## config.mk

```make
export PLATFORM = sky130hd
export DESIGN_NAME = fixed_weight_tile_streamer_flat
export DESIGN_NICKNAME = d
export VERILOG_FILES = /design/src/rtl/fixed_weight_tile_streamer_pkg.sv /design/src/rtl/fixed_weight_tile_streamer_if.sv /design/src/rtl/fixed_weight_tile_streamer_replay_counter.sv /design/src/rtl/fixed_weight_tile_streamer.sv /design/src/flat_wrapper.sv
export SDC_FILE = /design/constraint.sdc
export NUM_CORES = 1
export LEC_CHECK = 0
export BUFFER_PORTS_ARGS = -buffer_cell sky130_fd_sc_hd__buf_4
export CAP_MARGIN = 20
export CORE_ASPECT_RATIO = 0.8
export CORE_MARGIN = 2
export CORE_UTILIZATION = 55
export CTS_BUF_LIST = sky130_fd_sc_hd__clkbuf_8
export CTS_CLUSTER_SIZE = 14
export DETAILED_ROUTE_END_ITERATION = 6
export GPL_ROUTABILITY_DRIVEN = 0
export GPL_TIMING_DRIVEN = 1
export PLACE_DENSITY = 0.81
export SLEW_MARGIN = 10
export SYNTH_ARGS = -nofsm -noshare
export SYNTH_HDL_FRONTEND = slang
export SYNTH_SLANG_ARGS = --single-unit
```

## constraint.sdc

```tcl
create_clock -name clk -period 2 [get_ports clk]
set_input_delay 0.2 -clock clk [delete_from_list [all_inputs] [get_ports clk]]
set_output_delay 0.2 -clock clk [all_outputs]
set_load 0.005 [all_outputs]
```

## src/rtl/fixed_weight_tile_streamer_pkg.sv

```systemverilog
// Shared types and helpers for the fixed-weight tile streamer.
// Optional macro FIXED_WEIGHT_STREAMER_TRANSPOSE_EN selects column-major, element-transposed replay.
package fixed_weight_streamer_pkg;

   typedef enum logic [0:0] {
      ST_LOAD   = 1'b0,
      ST_STREAM = 1'b1
   } state_e;

   // Sequence position of tile (r, c): row-major when transpose is 0, column-major otherwise.
   function automatic int tile_index(input int r, input int c, input int tiles_0,
                                     input int tiles_1, input bit transpose);
      return transpose ? (c * tiles_1 + r) : (r * tiles_0 + c);
   endfunction

endpackage

```

## src/rtl/fixed_weight_tile_streamer_if.sv

```systemverilog
// Load channel and weight stream of one projection weight port.
// The master modport is the streamer; the slave modport is the loader/consumer side.
interface fixed_weight_tile_streamer_if #(
   parameter int PREC = 8,
   parameter int P    = 4
);
   logic [P-1:0][PREC-1:0] load_data;
   logic                   load_valid;
   logic                   load_ready;
   logic                   flush;
   logic [P-1:0][PREC-1:0] weight;
   logic                   weight_valid;
   logic                   weight_ready;
   logic                   pass_done;

   modport master (
      input  load_data, load_valid, flush, weight_ready,
      output load_ready, weight, weight_valid, pass_done
   );

   modport slave (
      output load_data, load_valid, flush, weight_ready,
      input  load_ready, weight, weight_valid, pass_done
   );
endinterface

```

## src/rtl/fixed_weight_tile_streamer_replay_counter.sv

```systemverilog
// Nested tile-row / tile-column / pass counters for the replay walk.
// TRANSPOSE selects which of row or column advances fastest.
module weight_tile_replay_counter
   import fixed_weight_streamer_pkg::*;
#(
   parameter int TILES_0   = 2,
   parameter int TILES_1   = 2,
   parameter int REPEAT    = 2,
   parameter bit TRANSPOSE = 1'b0,
   localparam int RW = (TILES_1 > 1) ? $clog2(TILES_1) : 1,
   localparam int CW = (TILES_0 > 1) ? $clog2(TILES_0) : 1
) (
   input  logic          clk,
   input  logic          rst,
   input  logic          clear,
   input  logic          advance,
   output logic [RW-1:0] row_next,
   output logic [CW-1:0] col_next,
   output logic          tile_last,
   output logic          pass_last
);
   localparam int NUM_TILES = TILES_0 * TILES_1;
   localparam int PW        = (REPEAT > 1) ? $clog2(REPEAT) : 1;

   logic [RW-1:0] row_q, row_d;
   logic [CW-1:0] col_q, col_d;
   logic [PW-1:0] pass_q, pass_d;
   logic          row_last, col_last;

   assign row_last  = (row_q == RW'(TILES_1 - 1));
   assign col_last  = (col_q == CW'(TILES_0 - 1));
   assign tile_last = (tile_index(32'(row_q), 32'(col_q), TILES_0, TILES_1, TRANSPOSE)
                       == NUM_TILES - 1);
   assign pass_last = (pass_q == PW'(REPEAT - 1));

   always_comb begin
      row_d  = row_q;
      col_d  = col_q;
      pass_d = pass_q;
      if (clear) begin
         row_d  = '0;
         col_d  = '0;
         pass_d = '0;
      end else if (advance) begin
         if (TRANSPOSE) begin
            row_d = row_last ? '0 : row_q + 1'b1;
            if (row_last) col_d = col_last ? '0 : col_q + 1'b1;
         end else begin
            col_d = col_last ? '0 : col_q + 1'b1;
            if (col_last) row_d = row_last ? '0 : row_q + 1'b1;
         end
         if (tile_last) pass_d = pass_last ? '0 : pass_q + 1'b1;
      end
   end

   always_ff @(posedge clk or negedge rst) begin
      if (!rst) begin
         row_q  <= '0;
         col_q  <= '0;
         pass_q <= '0;
      end else begin
         row_q  <= row_d;
         col_q  <= col_d;
         pass_q <= pass_d;
      end
   end

   // The top prefetches the tile that will be shown after this cycle's edge.
   assign row_next = row_d;
   assign col_next = col_d;

endmodule

```

## src/rtl/fixed_weight_tile_streamer.sv

```systemverilog
// Loads one weight matrix as tiles, then replays it REPEAT times on a registered valid/ready stream.
// Define FIXED_WEIGHT_STREAMER_TRANSPOSE_EN for column-major replay with per-tile element transpose.
module fixed_weight_tile_streamer
   import fixed_weight_streamer_pkg::*;
#(
   parameter int WEIGHT_PRECISION_0       = 8,
   parameter int WEIGHT_TENSOR_SIZE_DIM_0 = 4,
   parameter int WEIGHT_TENSOR_SIZE_DIM_1 = 4,
   parameter int WEIGHT_PARALLELISM_DIM_0 = 2,
   parameter int WEIGHT_PARALLELISM_DIM_1 = 2,
   parameter int REPEAT                   = 2
) (
   input logic                          clk,
   input logic                          rst,
   fixed_weight_tile_streamer_if.master bus
);
   localparam int PD0       = WEIGHT_PARALLELISM_DIM_0;
   localparam int PD1       = WEIGHT_PARALLELISM_DIM_1;
   localparam int P         = PD0 * PD1;
   localparam int TILES_0   = WEIGHT_TENSOR_SIZE_DIM_0 / PD0;
   localparam int TILES_1   = WEIGHT_TENSOR_SIZE_DIM_1 / PD1;
   localparam int NUM_TILES = TILES_0 * TILES_1;
   localparam int TW        = (NUM_TILES > 1) ? $clog2(NUM_TILES) : 1;
   localparam int RW        = (TILES_1 > 1) ? $clog2(TILES_1) : 1;
   localparam int CW        = (TILES_0 > 1) ? $clog2(TILES_0) : 1;

   localparam logic [0:0] S_LOAD   = ST_LOAD;
   localparam logic [0:0] S_STREAM = ST_STREAM;

`ifdef FIXED_WEIGHT_STREAMER_TRANSPOSE_EN
   localparam bit TRANSPOSE = 1'b1;
`else
   localparam bit TRANSPOSE = 1'b0;
`endif

   if ((WEIGHT_TENSOR_SIZE_DIM_0 % PD0) != 0 || (WEIGHT_TENSOR_SIZE_DIM_1 % PD1) != 0) begin : g_bad_tiling
      $error("tensor size must be a multiple of the tile parallelism");
   end
   if (REPEAT < 1) begin : g_bad_repeat
      $error("REPEAT must be at least 1");
   end

   typedef logic [P-1:0][WEIGHT_PRECISION_0-1:0] tile_t;

   tile_t         mem_q [NUM_TILES];
   logic [0:0]    state_q, state_d;
   logic [TW-1:0] load_cnt_q, load_cnt_d;
   tile_t         weight_q, weight_d;
   logic          weight_valid_q, weight_valid_d;

   logic          load_fire, load_last, stream_fire, stream_end, cnt_clear;
   logic          tile_last, pass_last;
   logic [RW-1:0] row_next;
   logic [CW-1:0] col_next;
   logic [TW-1:0] rd_addr;
   tile_t         tile_sel, tile_out;

   assign bus.load_ready   = (state_q == S_LOAD);
   assign load_fire        = bus.load_valid && bus.load_ready && !bus.flush;
   assign load_last        = load_fire && (load_cnt_q == TW'(NUM_TILES - 1));
   assign stream_fire      = weight_valid_q && bus.weight_ready && !bus.flush;
   assign stream_end       = stream_fire && tile_last && pass_last;
   assign cnt_clear        = bus.flush || load_last;
   assign bus.pass_done    = stream_fire && tile_last;
   assign bus.weight       = weight_q;
   assign bus.weight_valid = weight_valid_q;

   weight_tile_replay_counter #(
      .TILES_0   (TILES_0),
      .TILES_1   (TILES_1),
      .REPEAT    (REPEAT),
      .TRANSPOSE (TRANSPOSE)
   ) u_replay_counter (
      .clk       (clk),
      .rst       (rst),
      .clear     (cnt_clear),
      .advance   (stream_fire),
      .row_next  (row_next),
      .col_next  (col_next),
      .tile_last (tile_last),
      .pass_last (pass_last)
   );

   // Storage is laid out in load order, which is always row-major.
   assign rd_addr = TW'(tile_index(32'(row_next), 32'(col_next), TILES_0, TILES_1, 1'b0));

   // Forward the tile being written so a single-tile matrix streams straight after loading.
   assign tile_sel = (load_fire && (load_cnt_q == rd_addr)) ? bus.load_data : mem_q[rd_addr];

   if (TRANSPOSE) begin : g_transpose
      for (genvar gi = 0; gi < PD1; gi++) begin : g_row
         for (genvar gj = 0; gj < PD0; gj++) begin : g_col
            assign tile_out[gj*PD1+gi] = tile_sel[gi*PD0+gj];
         end
      end
   end else begin : g_passthru
      assign tile_out = tile_sel;
   end

   always_ff @(posedge clk) begin
      if (load_fire) mem_q[load_cnt_q] <= bus.load_data;
   end

   always_comb begin
      state_d        = state_q;
      load_cnt_d     = load_cnt_q;
      weight_d       = weight_q;
      weight_valid_d = weight_valid_q;
      if (bus.flush) begin
         state_d        = S_LOAD;
         load_cnt_d     = '0;
         weight_valid_d = 1'b0;
      end else begin
         case (state_q)
            S_LOAD: begin
               if (load_fire) begin
                  if (load_last) begin
                     load_cnt_d     = '0;
                     state_d        = S_STREAM;
                     weight_d       = tile_out;
                     weight_valid_d = 1'b1;
                  end else begin
                     load_cnt_d = load_cnt_q + 1'b1;
                  end
               end
            end
            S_STREAM: begin
               if (stream_fire) begin
                  if (stream_end) begin
                     state_d        = S_LOAD;
                     weight_valid_d = 1'b0;
                  end else begin
                     weight_d = tile_out;
                  end
               end
            end
            default: state_d = S_LOAD;
         endcase
      end
   end

   always_ff @(posedge clk or negedge rst) begin
      if (!rst) begin
         state_q        <= S_LOAD;
         load_cnt_q     <= '0;
         weight_q       <= '0;
         weight_valid_q <= 1'b0;
      end else begin
         state_q        <= state_d;
         load_cnt_q     <= load_cnt_d;
         weight_q       <= weight_d;
         weight_valid_q <= weight_valid_d;
      end
   end

endmodule
```

## src/flat_wrapper.sv

```systemverilog
// flat-port wrapper written by rule: the top's interface ports become plain ports
module fixed_weight_tile_streamer_flat import fixed_weight_streamer_pkg::*;
#(
   parameter int WEIGHT_PRECISION_0       = 8,
   parameter int WEIGHT_TENSOR_SIZE_DIM_0 = 4,
   parameter int WEIGHT_TENSOR_SIZE_DIM_1 = 4,
   parameter int WEIGHT_PARALLELISM_DIM_0 = 2,
   parameter int WEIGHT_PARALLELISM_DIM_1 = 2,
   parameter int REPEAT                   = 2
)
  (clk, rst, bus_load_data, bus_load_valid, bus_flush, bus_weight_ready, bus_load_ready, bus_weight, bus_weight_valid, bus_pass_done);
  fixed_weight_tile_streamer_if bus_i ();
  input logic clk;
  input logic rst;
  input wire logic [$bits(bus_i.load_data)-1:0] bus_load_data;
  input wire logic [$bits(bus_i.load_valid)-1:0] bus_load_valid;
  input wire logic [$bits(bus_i.flush)-1:0] bus_flush;
  input wire logic [$bits(bus_i.weight_ready)-1:0] bus_weight_ready;
  output wire logic [$bits(bus_i.load_ready)-1:0] bus_load_ready;
  output wire logic [$bits(bus_i.weight)-1:0] bus_weight;
  output wire logic [$bits(bus_i.weight_valid)-1:0] bus_weight_valid;
  output wire logic [$bits(bus_i.pass_done)-1:0] bus_pass_done;
  assign bus_i.load_data = bus_load_data;
  assign bus_i.load_valid = bus_load_valid;
  assign bus_i.flush = bus_flush;
  assign bus_i.weight_ready = bus_weight_ready;
  assign bus_load_ready = bus_i.load_ready;
  assign bus_weight = bus_i.weight;
  assign bus_weight_valid = bus_i.weight_valid;
  assign bus_pass_done = bus_i.pass_done;
  fixed_weight_tile_streamer #(.WEIGHT_PRECISION_0(WEIGHT_PRECISION_0), .WEIGHT_TENSOR_SIZE_DIM_0(WEIGHT_TENSOR_SIZE_DIM_0), .WEIGHT_TENSOR_SIZE_DIM_1(WEIGHT_TENSOR_SIZE_DIM_1), .WEIGHT_PARALLELISM_DIM_0(WEIGHT_PARALLELISM_DIM_0), .WEIGHT_PARALLELISM_DIM_1(WEIGHT_PARALLELISM_DIM_1), .REPEAT(REPEAT)) u_core (.clk(clk), .rst(rst), .bus(bus_i));
endmodule
```

==> flow_metrics.tcl <==
set metrics [dict create \
    status "finished clean" \
    cts_buffer_depth 2 \
    die_area_sq_mm 0.0141 \
    slowest_delay_ps 440 \
    die_h_um 107 \
    drive_gt1_share_pct 30.7 \
    synth_area_leaders "edfxtp_1 53%, dfrtp_1 13%, o41ai_2 6.7%, mux2i_1 4.4%, a211oi_1 3.4%" \
    syn-cell-area_sq_mm 0.00725 \
    skew_ps 9.01 \
    r2r_start "u_core.u_replay_counter.row_last" \
    grt_pass1_wl_um 27800 \
    die_w_um 132 \
    fin_cells 790 \
    end_kind "flip-flop" \
    wl_met1_um 7540 \
    start_util_pct 56.4 \
    critPathLaunch "u_core.u_replay_counter.row_last" \
    critPathArrivalTime_ps 2320 \
    nFillCells 880 \
    hold_start "bus_load_valid" \
    drtIter0Drc 420 \
    numClockSinks 167 \
    port_buffers 71 \
    syn_nets 523 \
    root_buffer "clkbuf_8" \
    hpwl_um 10400 \
    vias 4848 \
    p_leak_nw 3.35 \
    track_usage_pct 26.2 \
    fin_setup_tns_ps 0 \
    r2r_cells 7 \
    synth_flop_cell "edfxtp_1" \
    top_layer "met4" \
    r2r-end "u_core.bus.weight[10]" \
    timing.fmax_mhz 505 \
    core_area_sq_mm 0.0129 \
    synthArstFlopShare_pct 23.4 \
    wl_met3_um 1250 \
    clk_pin_slew_ps 80 \
    min_to "u_core.state_q" \
    route.detailed.drc 0 \
    wl_um 17700 \
    synth_top_cell_area_share_pct 53.0 \
    num_rows 37 \
    nets 644 \
    synthDistinctLibCells 37 \
    synth_top_cells_by_count "128 x edfxtp_1, 39 x dfrtp_1, 37 x nor2_1" \
    yosys_warnings 0 \
    rsz0062_at_grt "true" \
    slew_viol_final 0 \
    clkLatencyLatePin_ps 470 \
    hold_class "input port to flip-flop" \
    cts_tree "done" \
    synth_area_per_cell_sq_um 15.1 \
    htreeDepth 4 \
    synth-edff-count 128 \
    powerDensity_mw_per_mm2 839 \
    r2r_slack_ps 20 \
    dp.cells 722 \
    antenna_found_initial 0 \
    ys_ff_latch 167 \
    drv_cap 0 \
    pin_count 72 \
    ir_drop_uv 524 \
    grt_overflow 0 \
    tightest_slew_ps 628 \
    numCtsBuffers 17 \
    synth_cells 481 \
    final_util_pct 69.2 \
    grt_max_degree 40 \
    whs_path_depth 4 \
    path_class "flip-flop to flip-flop" \
    finalHoldViolations 0 \
    fin_crit_ps 1980 \
    period_share_pct 98.9 \
    yosysMostFrequentCell "edfxtp_1" \
    startpoint_type "flip-flop" \
    ys_seq_area_share_pct 66.4 \
    setup_viol 0 \
    vias_per_cell 6.14 \
    relSlewSlack_pct 58.1 \
    ant_nets 0 \
    path_max_fanout 9 \
    critPathSlowestCell "dfrtp_2" \
    grt_pass1_vias 5019 \
    required_ps 2350 \
    diodes 0 \
    synth_area_leader_cell "edfxtp_1" \
    met2_length_um 8650 \
    area_growth_pct 22.9 \
    routedWlPerCell_um 22.4 \
    worstPathCellList "ha_4 > and4b_1 > nor4_4 > buf_4 > buf_8 > nor2_1 > o41ai_2" \
    first_pass_iters 5 \
    whs_ps 211 \
]
## registers in the layout, indices dropped and copies added (netlist names)
| signal | flops |
|---|---|
| u_core.bus.weight | 32 |
| u_core.bus.weight_valid | 1 |
| u_core.load_cnt_q | 2 |
| u_core.mem_q | 128 |
| u_core.state_q | 1 |
| u_core.u_replay_counter.col_last | 1 |
| u_core.u_replay_counter.pass_last | 1 |
| u_core.u_replay_counter.row_last | 1 |
## per-layer routing
metal  vias up  global-route usage (%)
met5         -                       0
met4         0                    9.52
met3        27                    5.58
met2       254                    41.0
met1      2449                    36.8
li1       2118                       -
## worst max-delay path: cells and delay by family (launching register included)
family                   cells  cell delay [ps]
AO/OA/AOI/OAI                1              250
adder cells (fa/ha/maj)      1              280
AND/OR/NAND/NOR              3              550
buffers and inverters        2              350
flip-flops                   1              440
## area by class of cell
cell class | instances | area, sq um | share of cell area [%]
inverter | 6 | 22.5 | 0.253
multi-input combinational | 268 | 2210 | 24.8
tap | 175 | 219 | 2.46
clock inverter | 14 | 161 | 1.81
clock buffer | 18 | 248 | 2.78
timing repair buffer | 142 | 1230 | 13.8
sequential | 167 | 4820 | 54.1
## power by group
group	internal, mW	total [mW]	switching [mW]
clock	1.17	2.49	1.31
sequential	3.96	4.08	0.121
combinational	0.496	0.910	0.414
total	5.63	7.48	1.85
## worst max path at each step
stage	end	slack [ps]	cells after the start
floorplan	u_core.mem_q[0][0]	120	2
global placement	u_core.bus.weight[31]	140	6
detailed placement	u_core.bus.weight[10]	20	6
CTS	u_core.bus.weight[10]	2	6
global route	u_core.bus.weight[10]	-30	7
finish	u_core.bus.weight[10]	20	7
## logic make-up (layout without fill, tap and decap cells)
family | count (synthesis) | count (layout) | share of synthesized area (%)
flops | 167 | 167 | 66.4
simple gates | 152 | 152 | 12.3
compound gates | 77 | 77 | 11.8
buf+inv | 46 | 180 | 3.97
mux | 32 | 32 | 4.42
fa+ha+maj | 5 | 5 | 0.862
xor+xnor | 2 | 2 | 0.242
## what timing repair did
action | 4_1_cts | 5_1_grt
hold endpoints to repair | 168 | 0
gates resized for setup | 0 | 17
buffers inserted | 0 | 1
endpoints found under the setup margin | 0 | 27
hold buffers | 34 | 0
## per-stage QoR
step | cell area [sq um] | setup slack [ps] | power [mW]
2_1_floorplan | 7250 | 125 | 4.53
5_1_grt | 8910 | -26.7 | 7.72
3_3_place_gp | 8080 | 141 | 4.96
3_5_place_dp | 8080 | 15.2 | 5.00
4_1_cts | 8820 | 1.80 | 7.49
6_report | 8910 | 21.7 | 7.48
## cell usage in the layout (no fill, tap or decap), types with 4 or more instances in the layout
master         instances
nor3_1                32
buf_12                 5
o41ai_2               31
clkbuf_8              18
a211oi_2               6
a211oi_1              27
dlygate4sd3_1         34
inv_1                  6
and3_1                32
nor2_1                37
edfxtp_1             128
mux2i_1               32
buf_4                 99
dfrtp_1               38
nor3b_1               32
nand2_1                4
Power figures use the tool's default switching activity.
